<file path="src/rtl/sr_flag_arbiter.sv">
// Round-robin arbiter granting one set/clear command per clock onto a shared flag bank.
// Optional macro SR_FLAG_ERR_CNT_EN adds an 8-bit saturating error-command counter (err_cnt).
module sr_flag_arbiter #(
  parameter int N_REQ  = 4,
  parameter int N_FLAG = 8,
  parameter int IDX_W  = 3,
  parameter int GNT_W  = 2
) (
  input  logic                   clk,
  input  logic                   rst_n,
  input  logic [N_REQ-1:0]       req_valid,
  input  logic [N_REQ-1:0]       req_set,
  input  logic [N_REQ-1:0]       req_clr,
  input  logic [N_REQ*IDX_W-1:0] req_idx,
  output logic [N_REQ-1:0]       req_ready,
  input  logic                   err_clr,
  output logic [N_FLAG-1:0]      flags,
  output logic                   gnt_vld,
  output logic [GNT_W-1:0]       gnt_id,
  output logic                   err_illegal,
  output logic                   err_range
`ifdef SR_FLAG_ERR_CNT_EN
  ,
  output logic [7:0]             err_cnt
`endif
);

  logic [GNT_W-1:0]  last_q, last_d;
  logic [N_FLAG-1:0] flags_q, flags_d;
  logic              gnt_vld_q, gnt_vld_d;
  logic [GNT_W-1:0]  gnt_id_q, gnt_id_d;
  logic              err_illegal_q, err_illegal_d;
  logic              err_range_q, err_range_d;

  logic [GNT_W-1:0]  win;
  logic              found, xfer;
  logic              cmd_set, cmd_clr, in_range, hit_ill, hit_rng;
  logic [IDX_W-1:0]  cmd_idx;

  // Two passes: requesters above the last winner first, then wrap to the rest.
  always_comb begin
    found = 1'b0;
    win   = '0;
    for (int i = 0; i < N_REQ; i++) begin
      if (!found && req_valid[i] && (i > int'(last_q))) begin
        found = 1'b1;
        win   = GNT_W'(i);
      end
    end
    for (int i = 0; i < N_REQ; i++) begin
      if (!found && req_valid[i] && (i <= int'(last_q))) begin
        found = 1'b1;
        win   = GNT_W'(i);
      end
    end
  end

  always_comb begin
    xfer      = found & rst_n;
    req_ready = '0;
    cmd_set   = 1'b0;
    cmd_clr   = 1'b0;
    cmd_idx   = '0;
    for (int i = 0; i < N_REQ; i++) begin
      if (int'(win) == i) begin
        req_ready[i] = xfer;
        cmd_set      = req_set[i];
        cmd_clr      = req_clr[i];
        cmd_idx      = req_idx[i*IDX_W +: IDX_W];
      end
    end
    in_range = (int'(cmd_idx) < N_FLAG);
    hit_ill  = xfer & cmd_set & cmd_clr;
    hit_rng  = xfer & ~in_range;
  end

  // Only a clean, in-range set or clear touches the bank; errored commands leave it intact.
  always_comb begin
    flags_d = flags_q;
    if (xfer && in_range && !(cmd_set && cmd_clr)) begin
      for (int f = 0; f < N_FLAG; f++) begin
        if (int'(cmd_idx) == f) begin
          if (cmd_set)      flags_d[f] = 1'b1;
          else if (cmd_clr) flags_d[f] = 1'b0;
        end
      end
    end
    last_d        = xfer ? win : last_q;
    gnt_vld_d     = xfer;
    gnt_id_d      = xfer ? win : gnt_id_q;
    err_illegal_d = (err_illegal_q & ~err_clr) | hit_ill;
    err_range_d   = (err_range_q & ~err_clr) | hit_rng;
  end

  always_ff @(posedge clk or negedge rst_n) begin
    if (!rst_n) begin
      last_q        <= GNT_W'(N_REQ - 1);
      flags_q       <= '0;
      gnt_vld_q     <= 1'b0;
      gnt_id_q      <= '0;
      err_illegal_q <= 1'b0;
      err_range_q   <= 1'b0;
    end else begin
      last_q        <= last_d;
      flags_q       <= flags_d;
      gnt_vld_q     <= gnt_vld_d;
      gnt_id_q      <= gnt_id_d;
      err_illegal_q <= err_illegal_d;
      err_range_q   <= err_range_d;
    end
  end

  assign flags       = flags_q;
  assign gnt_vld     = gnt_vld_q;
  assign gnt_id      = gnt_id_q;
  assign err_illegal = err_illegal_q;
  assign err_range   = err_range_q;

`ifdef SR_FLAG_ERR_CNT_EN
  logic [7:0] err_cnt_q, err_cnt_d;
  logic       hit_any;

  // A command raising both errors still counts once; err_clr restarts the count from this edge.
  always_comb begin
    hit_any   = hit_ill | hit_rng;
    err_cnt_d = err_clr ? 8'd0 : err_cnt_q;
    if (hit_any && (err_cnt_d != 8'hFF)) err_cnt_d = err_cnt_d + 8'd1;
  end

  always_ff @(posedge clk or negedge rst_n) begin
    if (!rst_n) err_cnt_q <= 8'd0;
    else        err_cnt_q <= err_cnt_d;
  end

  assign err_cnt = err_cnt_q;
`endif

endmodule

</file>
<file path="config.mk">
export PLATFORM = sky130hd
export DESIGN_NAME = sr_flag_arbiter
export DESIGN_NICKNAME = d
export VERILOG_FILES = /design/src/rtl/sr_flag_arbiter.sv
export SDC_FILE = /design/constraint.sdc
export NUM_CORES = 1
export LEC_CHECK = 0
export CELL_PAD_IN_SITES_DETAIL_PLACEMENT = 1
export CELL_PAD_IN_SITES_GLOBAL_PLACEMENT = 2
export CORE_ASPECT_RATIO = 1.75
export CORE_MARGIN = 10
export CORE_UTILIZATION = 28
export CTS_CLUSTER_DIAMETER = 60
export CTS_CLUSTER_SIZE = 28
export DETAILED_ROUTE_END_ITERATION = 8
export PLACE_DENSITY_LB_ADDON = 0.1
export SYNTH_ARGS = -nofsm -noshare
export SYNTH_HDL_FRONTEND = slang
export SYNTH_SLANG_ARGS = --single-unit
</file>
<file path="constraint.sdc">
create_clock -name clk -period 4 [get_ports clk]
set_input_delay 1 -clock clk [delete_from_list [all_inputs] [get_ports clk]]
set_output_delay 1 -clock clk [all_outputs]
set_load 0.05 [all_outputs]
</file>
==> results of run 1 <==
-- cell usage after synthesis --
library cell  instances
o41a_1                1
o211a_1               1
nand3_1               8
buf_4                 3
nand2_1              10
dfstp_2               2
o211ai_1              4
nor3_1                6
nand2b_1              3
o41ai_1               4
a211oi_2              2
dfrtp_1              13
and3b_1               1
o31a_1                3
nor2b_1               4
or3_1                 2
inv_1                 2
o21a_1                5
and2_1                2
buf_2                 2
inv_2                 1
nor2_1                8
o41ai_4               2
a41o_1                2
o21ai_1               5
buf_6                 1
a41oi_2               3
a41oi_1               4
and3_1                2
o221ai_1              2
a211o_1               1
o32a_4                1
nand3b_4              1
o31ai_1               9
a22o_1                1
o21ai_0               4
a21oi_1               2
-- area by class of cell --
type / count / area [µm²]
fill: 471 / 2390
sequential: 15 / 378
inverter: 3 / 11.3
multi-input combinational: 103 / 762
clock buffer: 3 / 41.3
clock inverter: 1 / 7.51
tap: 49 / 61.3
timing repair buffer: 47 / 500
-- worst min-delay path: cells and delay by family (launching register included) --
family        cells  cell delay, ps
flops             1             340
simple gates      2             110
-- worst min-delay path by stage --
stage                endpoint  slack (ps)  cells past startpoint
floorplan           last_q[0]         550                      1
global placement    gnt_id[1]         470                      2
detailed placement  gnt_id[1]         470                      2
CTS                 gnt_id[1]         490                      2
global route        gnt_id[1]         520                      2
finish              gnt_id[1]         490                      2
-- where the power goes --
group	leakage [nW]	internal (mW)	total, mW	switching (mW)
Clock	0.0217	0.0700	0.126	0.0561
Sequential	0.155	0.174	0.193	0.0193
Combinational	0.474	0.142	0.368	0.226
Total	0.650	0.386	0.687	0.302
-- routing by layer --
layer | wire (µm) | up-vias | GRT usage
met1 | 1760 | 633 | 0.119
met2 | 2500 | 26 | 0.225
met4 | 95 | 0 | 0.0506
met3 | 144 | 8 | 0.0214
met5 | 0 | - | 0
li1 | - | 604 | -
-- registers in the layout (all words and copies together) (netlist names) --
name and cells:
err_range 1, gnt_vld 1, last_q 2, gnt_id 2
flags 8, err_illegal 1
-- cells by family (layout without fill, tap and decap cells) --
family / Yosys count / in the layout / share of synthesized area
AOI/OAI and AO/OA: 56 / 56 / 0.430
buffers and inverters: 9 / 54 / 0.0461
DFF: 15 / 15 / 0.316
and+or+nand+nor: 47 / 47 / 0.207
-- metrics by stage --
stage | utilization | setup WS, ps | area [µm²]
finish | 0.424 | 246 | 1760
global route | 0.424 | 63.0 | 1760
CTS | 0.424 | 253 | 1760
detailed placement | 0.413 | 258 | 1710
global placement | 0.413 | 305 | 1710
floorplan | - | 699 | 1190
==> qor.yml, run 1 <==
status: "finished, final reports clean"
hold_viol_final: 0
crit_path_end: "req_ready[3]"
syn_to_final_growth_pct: 47.4
synth_top_area_share: 0.272
first_pass_iters: 4
grt_start_max_net_pins: 17
hp-class: "reg -> reg"
wl_mm: 4.50
ys_types: 37
num_antenna_cells: 0
cp_max_fo: 13
dp.cells: 217
antenna_found_initial: 0
peakVddDrop_v: 0.000247
first_iter_violations: 68
initial_utilization: 0.288
syn_inst: 127
critPathRequiredTime_ps: 3000
fp.dieW_um: 69.4
critPathMaxStageDelay_ps: 760
hold-worst-slack_ps: 485
instances_no_fill: 221
path_buf_inv: 2
grt_usage: 0.118
cap_violations: 0
ant_nets: 0
cts_tree: "yes"
rsz0062_at_grt: "false"
htree_num_levels: 1
r2r-start: "last_q[0]"
worstRegToRegCells: 6
cts_sinks: 15
routed_via_density: 5.75
routed-via-count: 1271
post-route-period-util: 0.938
avgRoutedWirePerCell_um: 20.4
crit_slowest_cell: "clkdlybuf4s50_1"
die_area_mm2: 0.00738
max-slew-margin-rel: 0.503
synth_area_leader_cell: "dfrtp_1"
r2r_end: "flags[1]"
grt_pass1_wl_mm: 7.21
synth_area_leaders: "dfrtp_1 (27%), o31ai_1 (5.7%), o41ai_4 (4.6%)"
fin_skew_ps: 5.93
yosys_warnings: 0
final_cell_mix: "clkdlybuf4s50_1 (39), dfrtp_1 (13), nand2_1 (10)"
crit_start: "req_valid[1]"
io-pin-count: 44
routabilityCongestion: 0.772
hold_start: "gnt_id[1]"
crit_path_start_kind: "primary input"
fin_crit_ps: 3750
cts_buffers: 3
p_leak_nw: 0.650
core_mm2: 0.00415
clockBufferDepth: 2
final_common_cell: "clkdlybuf4s50_1"
finalSetupViolations: 0
path_clk_slew_ps: 70
cts_root_buf: "clkbuf_8"
worstSetupPathDepth: 6
p_per_area_mw_per_mm2: 390
critPathTopFamily: "buffers and inverters"
power.total_uw: 687
io_buffers: 43
path_cells: "clkdlybuf4s50_1 > nand2b_1 > a21oi_1 > nor3_1 > nor2_1 > buf_12"
cts_resized: 0
synth_area_mm2: 0.00119
arrival_ps: 2750
clock.fmax_mhz: 266
syn-num-nets: 154
hpwl_mm: 3.71
crit_type: "in -> out"
fin_tns_setup_ps: 0
drcViolationCount: 0
timing.reg2reg.setup_slack_ps: 1530
tightest_slew_ps: 745
synth_seq_cells: 15
gr-total-overflow: 0
post-cts-setup-buffers: 0
clk_latency_ps: 250
finalMaxSlewViolations: 0
synth-seq-area-share: 0.316
drive_gt1_frac: 0.140
cts_hold_buf: 0
avgSynthCellArea_um2: 9.41
nets: 200
grt_pass1_vias: 1389
end_kind: "output port"
fp.dieH_um: 106
rows: 31
Note: power is estimated with default switching activity, not from simulation.
==> run 2: changes to the inputs <==
- ABC_AREA: unset -> 1
- CELL_PAD_IN_SITES_DETAIL_PLACEMENT: 1 -> 0
- CELL_PAD_IN_SITES_GLOBAL_PLACEMENT: 2 -> 1
- CORE_UTILIZATION: 28 -> 30
- GPL_TIMING_DRIVEN: unset -> 0
==> run 2 against run 1 <==
Compared with the run above: register-to-register slack better by 150 ps; clock-buffer cell count unchanged; setup slack got worse by 52 ps; area after synthesis fell by 14%; flip-flop and latch count stayed put; core utilization up 3.8 points; non-clock buffer count is 1 lower; power up 30%; hold slack lost 15 ps; sequential power grew 18%; routed wire length is 29% lower; global-route usage fell by 1.0 points.
==> qor.yml, run 2 <==
crit_start: "req_valid[3]"  # was req_valid[1]
hold_start: "flags[3]"  # was gnt_id[1]
first_pass_iters: 4  # unchanged
synth_top_area_share: 0.317  # was 0.272
synth-seq-area-share: 0.369  # was 0.316
peakVddDrop_v: 0.000264  # was 0.000247 V
synth_seq_cells: 15  # unchanged
synth_area_mm2: 0.00102  # was 0.00119 mm²
synthXorXnorAreaFrac: 0  # unchanged
final_cell_mix: "nand2_1 (55), clkdlybuf4s50_1 (38), nand3_1 (17)"  # was clkdlybuf4s50_1 (39), dfrtp_1 (13), nand2_1 (10)
end_kind: "output port"  # unchanged
tightest_slew_ps: 739  # was 745 ps
grt_pass1_wl_mm: 5.50  # was 7.21 mm
cts_sinks: 15  # unchanged
htree_num_levels: 1  # unchanged
clock.fmax_mhz: 263  # was 266 MHz
synth_area_leader_cell: "dfrtp_1"  # unchanged
crit_slowest_cell: "clkdlybuf4s50_1"  # unchanged
cts_root_buf: "clkbuf_8"  # unchanged
gr-total-overflow: 0  # unchanged
post-cts-setup-buffers: 0  # unchanged
die_area_mm2: 0.00625  # was 0.00738 mm²
async_flop_share: 1.00  # unchanged
r2r-start: "last_q[0]"  # unchanged
place_ws_ps: -408  # was 258 ps
p_leak_nw: 0.721  # was 0.650 nW
critPathMaxStageDelay_ps: 520  # was 760 ps
crit_type: "in -> out"  # unchanged
cp_max_fo: 9  # was 13
fin_tns_setup_ps: 0  # unchanged
first_iter_violations: 30  # was 68
rows: 28  # was 31
syn_to_final_growth_pct: 50.3  # was 47.4%
path_clk_slew_ps: 60  # was 70 ps
cap_violations: 0  # unchanged
yosys.area_share.simple: 0.516  # was 0.207
antenna_found_initial: 0  # unchanged
avgRoutedWirePerCell_um: 13.4  # was 20.4 µm
drive_gt1_frac: 0.150  # was 0.140
clockBufferDepth: 2  # unchanged
path_buf_inv: 3  # was 2
fp.dieW_um: 64.2  # was 69.4 µm
synth_edf_count: 0  # unchanged
ys_types: 22  # was 37
synth_area_leaders: "dfrtp_1 (32%), nand2_1 (20%), nand3_1 (8.3%)"  # was dfrtp_1 (27%), o31ai_1 (5.7%), o41ai_4 (4.6%)
initial_utilization: 0.308  # was 0.288
max-slew-margin-rel: 0.508  # was 0.503
fp.dieH_um: 97.3  # was 106 µm
routed_via_density: 4.55  # was 5.75
routed-via-count: 1084  # was 1271
grt_start_max_net_pins: 17  # unchanged
final_common_cell: "nand2_1"  # was clkdlybuf4s50_1
hold_viol_final: 0  # unchanged
core_mm2: 0.00333  # was 0.00415 mm²
p_per_area_mw_per_mm2: 581  # was 390 mW/mm²
grt_usage: 0.107  # was 0.118
synth_top_family_by_area: "simple AND/OR/NAND/NOR gates"  # was compound AO/OA/AOI/OAI gates
cts_buffers: 3  # unchanged
n_fill_cell: 356  # was 471
io_buffers: 43  # unchanged
syn_inst: 146  # was 127
io-pin-count: 44  # unchanged
largest_reg_flops: 8  # unchanged
nets: 221  # was 200
synth_most_common_cell: "nand2_1"  # was dfrtp_1
synthAdderAreaFrac: 0  # unchanged
post-route-period-util: 0.951  # was 0.938
avgSynthCellArea_um2: 7.02  # was 9.41 µm²
drcViolationCount: 0  # unchanged
clk_latency_ps: 250  # about the same
finalSetupViolations: 0  # unchanged
syn-num-nets: 173  # was 154
num_antenna_cells: 0  # unchanged
cts_tree: "yes"  # unchanged
fin_skew_ps: 7.52  # was 5.93 ps
finalMaxSlewViolations: 0  # unchanged
hp-class: "reg -> reg"  # unchanged
wl_mm: 3.20  # was 4.50 mm
hpwl_mm: 2.75  # was 3.71 mm
yosys_warnings: 0  # unchanged
critPathTopFamily: "buffers and inverters"  # unchanged
fin_crit_ps: 3810  # was 3750 ps
crit_path_start_kind: "primary input"  # unchanged
worst_slack_ps: 194  # was 246 ps
critPathRequiredTime_ps: 3000  # about the same
grt_pass1_vias: 1193  # was 1389
synth-main-ff-cell: "dfrtp_1"  # unchanged
path_cells: "clkdlybuf4s50_1 > nand2_2 > nand4_2 > nor2_2 > inv_1 > o21ai_2 > a21oi_1 > dlygate4sd2_1"  # was clkdlybuf4s50_1 > nand2b_1 > a21oi_1 > nor3_1 > nor2_1 > buf_12
synth-compound-area-share: 0.0379  # was 0.430
synthMuxAreaShare: 0  # unchanged
synth_commonest_cells: "nand2_1 (55), nand3_1 (17), nor2_1 (15)"  # was dfrtp_1 (13), nand2_1 (10), o31ai_1 (9)
ant_nets: 0  # unchanged
rsz0062_at_grt: "true"  # was false
status: "finished, final reports clean"  # unchanged
arrival_ps: 2810  # was 2750 ps
routabilityCongestion: 0.786  # was 0.772
fin_util: 0.463  # was 0.424
## run 2: cell count changes after synthesis, moves of 4 or more
cell	before	now
inv_1	2	12
o41ai_1	4	0
nor3_1	6	2
nand3_1	8	17
nor2_1	8	15
nand4_1	0	6
a41oi_1	4	0
o21ai_1	5	0
o31ai_1	9	0
o211ai_1	4	0
nand2_2	0	6
nand2_1	10	55
o21a_1	5	0
nor2b_1	4	0
## run 2: kinds of logic after synthesis
logic type	Yosys count
and+or+nand+nor	109
buffers and inverters	16
DFF	15
AOI/OAI and AO/OA	6
## run 2: through the flow
stage                     power (mW)  hold slack (ps)  area (µm²)  instances
after floorplan                0.604              455        1020        146
after global placement         0.782              452        1510        234
after detailed placement       0.789              457        1510        234
after CTS                      0.913              474        1560        238
after global routing           0.961              502        1540        238
final                          0.895              470        1540        238
## run 2: tightest hold or removal path, cell delays in order, from the launching register on
cell and delay (ps):
dfrtp_1 340, nand2_1 50, nand2_1 40
## run 2: worst paths after layout
| path | slack (ps) | endpoint | cells past startpoint |
|---|---|---|---|
| max | 190 | req_ready[1] | 8 |
| min | 470 | flags[3] | 2 |
| max reg2reg | 1680 | flags[7] | 16 |
| min reg2reg | 470 | flags[3] | 2 |
| max in group asynchronous | 2610 | gnt_vld | 1 |
| min in group asynchronous | 920 | flags[5] | 1 |
## run 2: cell type report
cell class / instances / area [µm²] / share of cell area
inverter: 13 / 48.8 / 0.0317
tap: 45 / 56.3 / 0.0366
buffer: 3 / 30.0 / 0.0195
timing repair buffer: 43 / 413 / 0.268
sequential: 15 / 378 / 0.245
multi-input combinational: 115 / 568 / 0.369
clock inverter: 1 / 5.00 / 0.00325
clock buffer: 3 / 41.3 / 0.0268
## run 2: per-layer routing
layer | vias to the layer above | wire (µm) | GRT usage
met5 | - | 0 | 0
met3 | 2 | 161 | 0.0346
li1 | 568 | - | -
met2 | 21 | 1920 | 0.215
met1 | 493 | 1110 | 0.0946
met4 | 0 | 17 | 0.0315
## run 2: report_power, final
part / internal, mW / switching [mW]
clock network: 0.0689 / 0.0549
registers: 0.202 / 0.0248
logic: 0.179 / 0.365
total: 0.450 / 0.444
## run 2: timing repair
item                                    4_1_cts  5_1_grt
endpoints found under the setup margin        4        4
hold buffers                                  0        0
gates resized for setup                      13        6
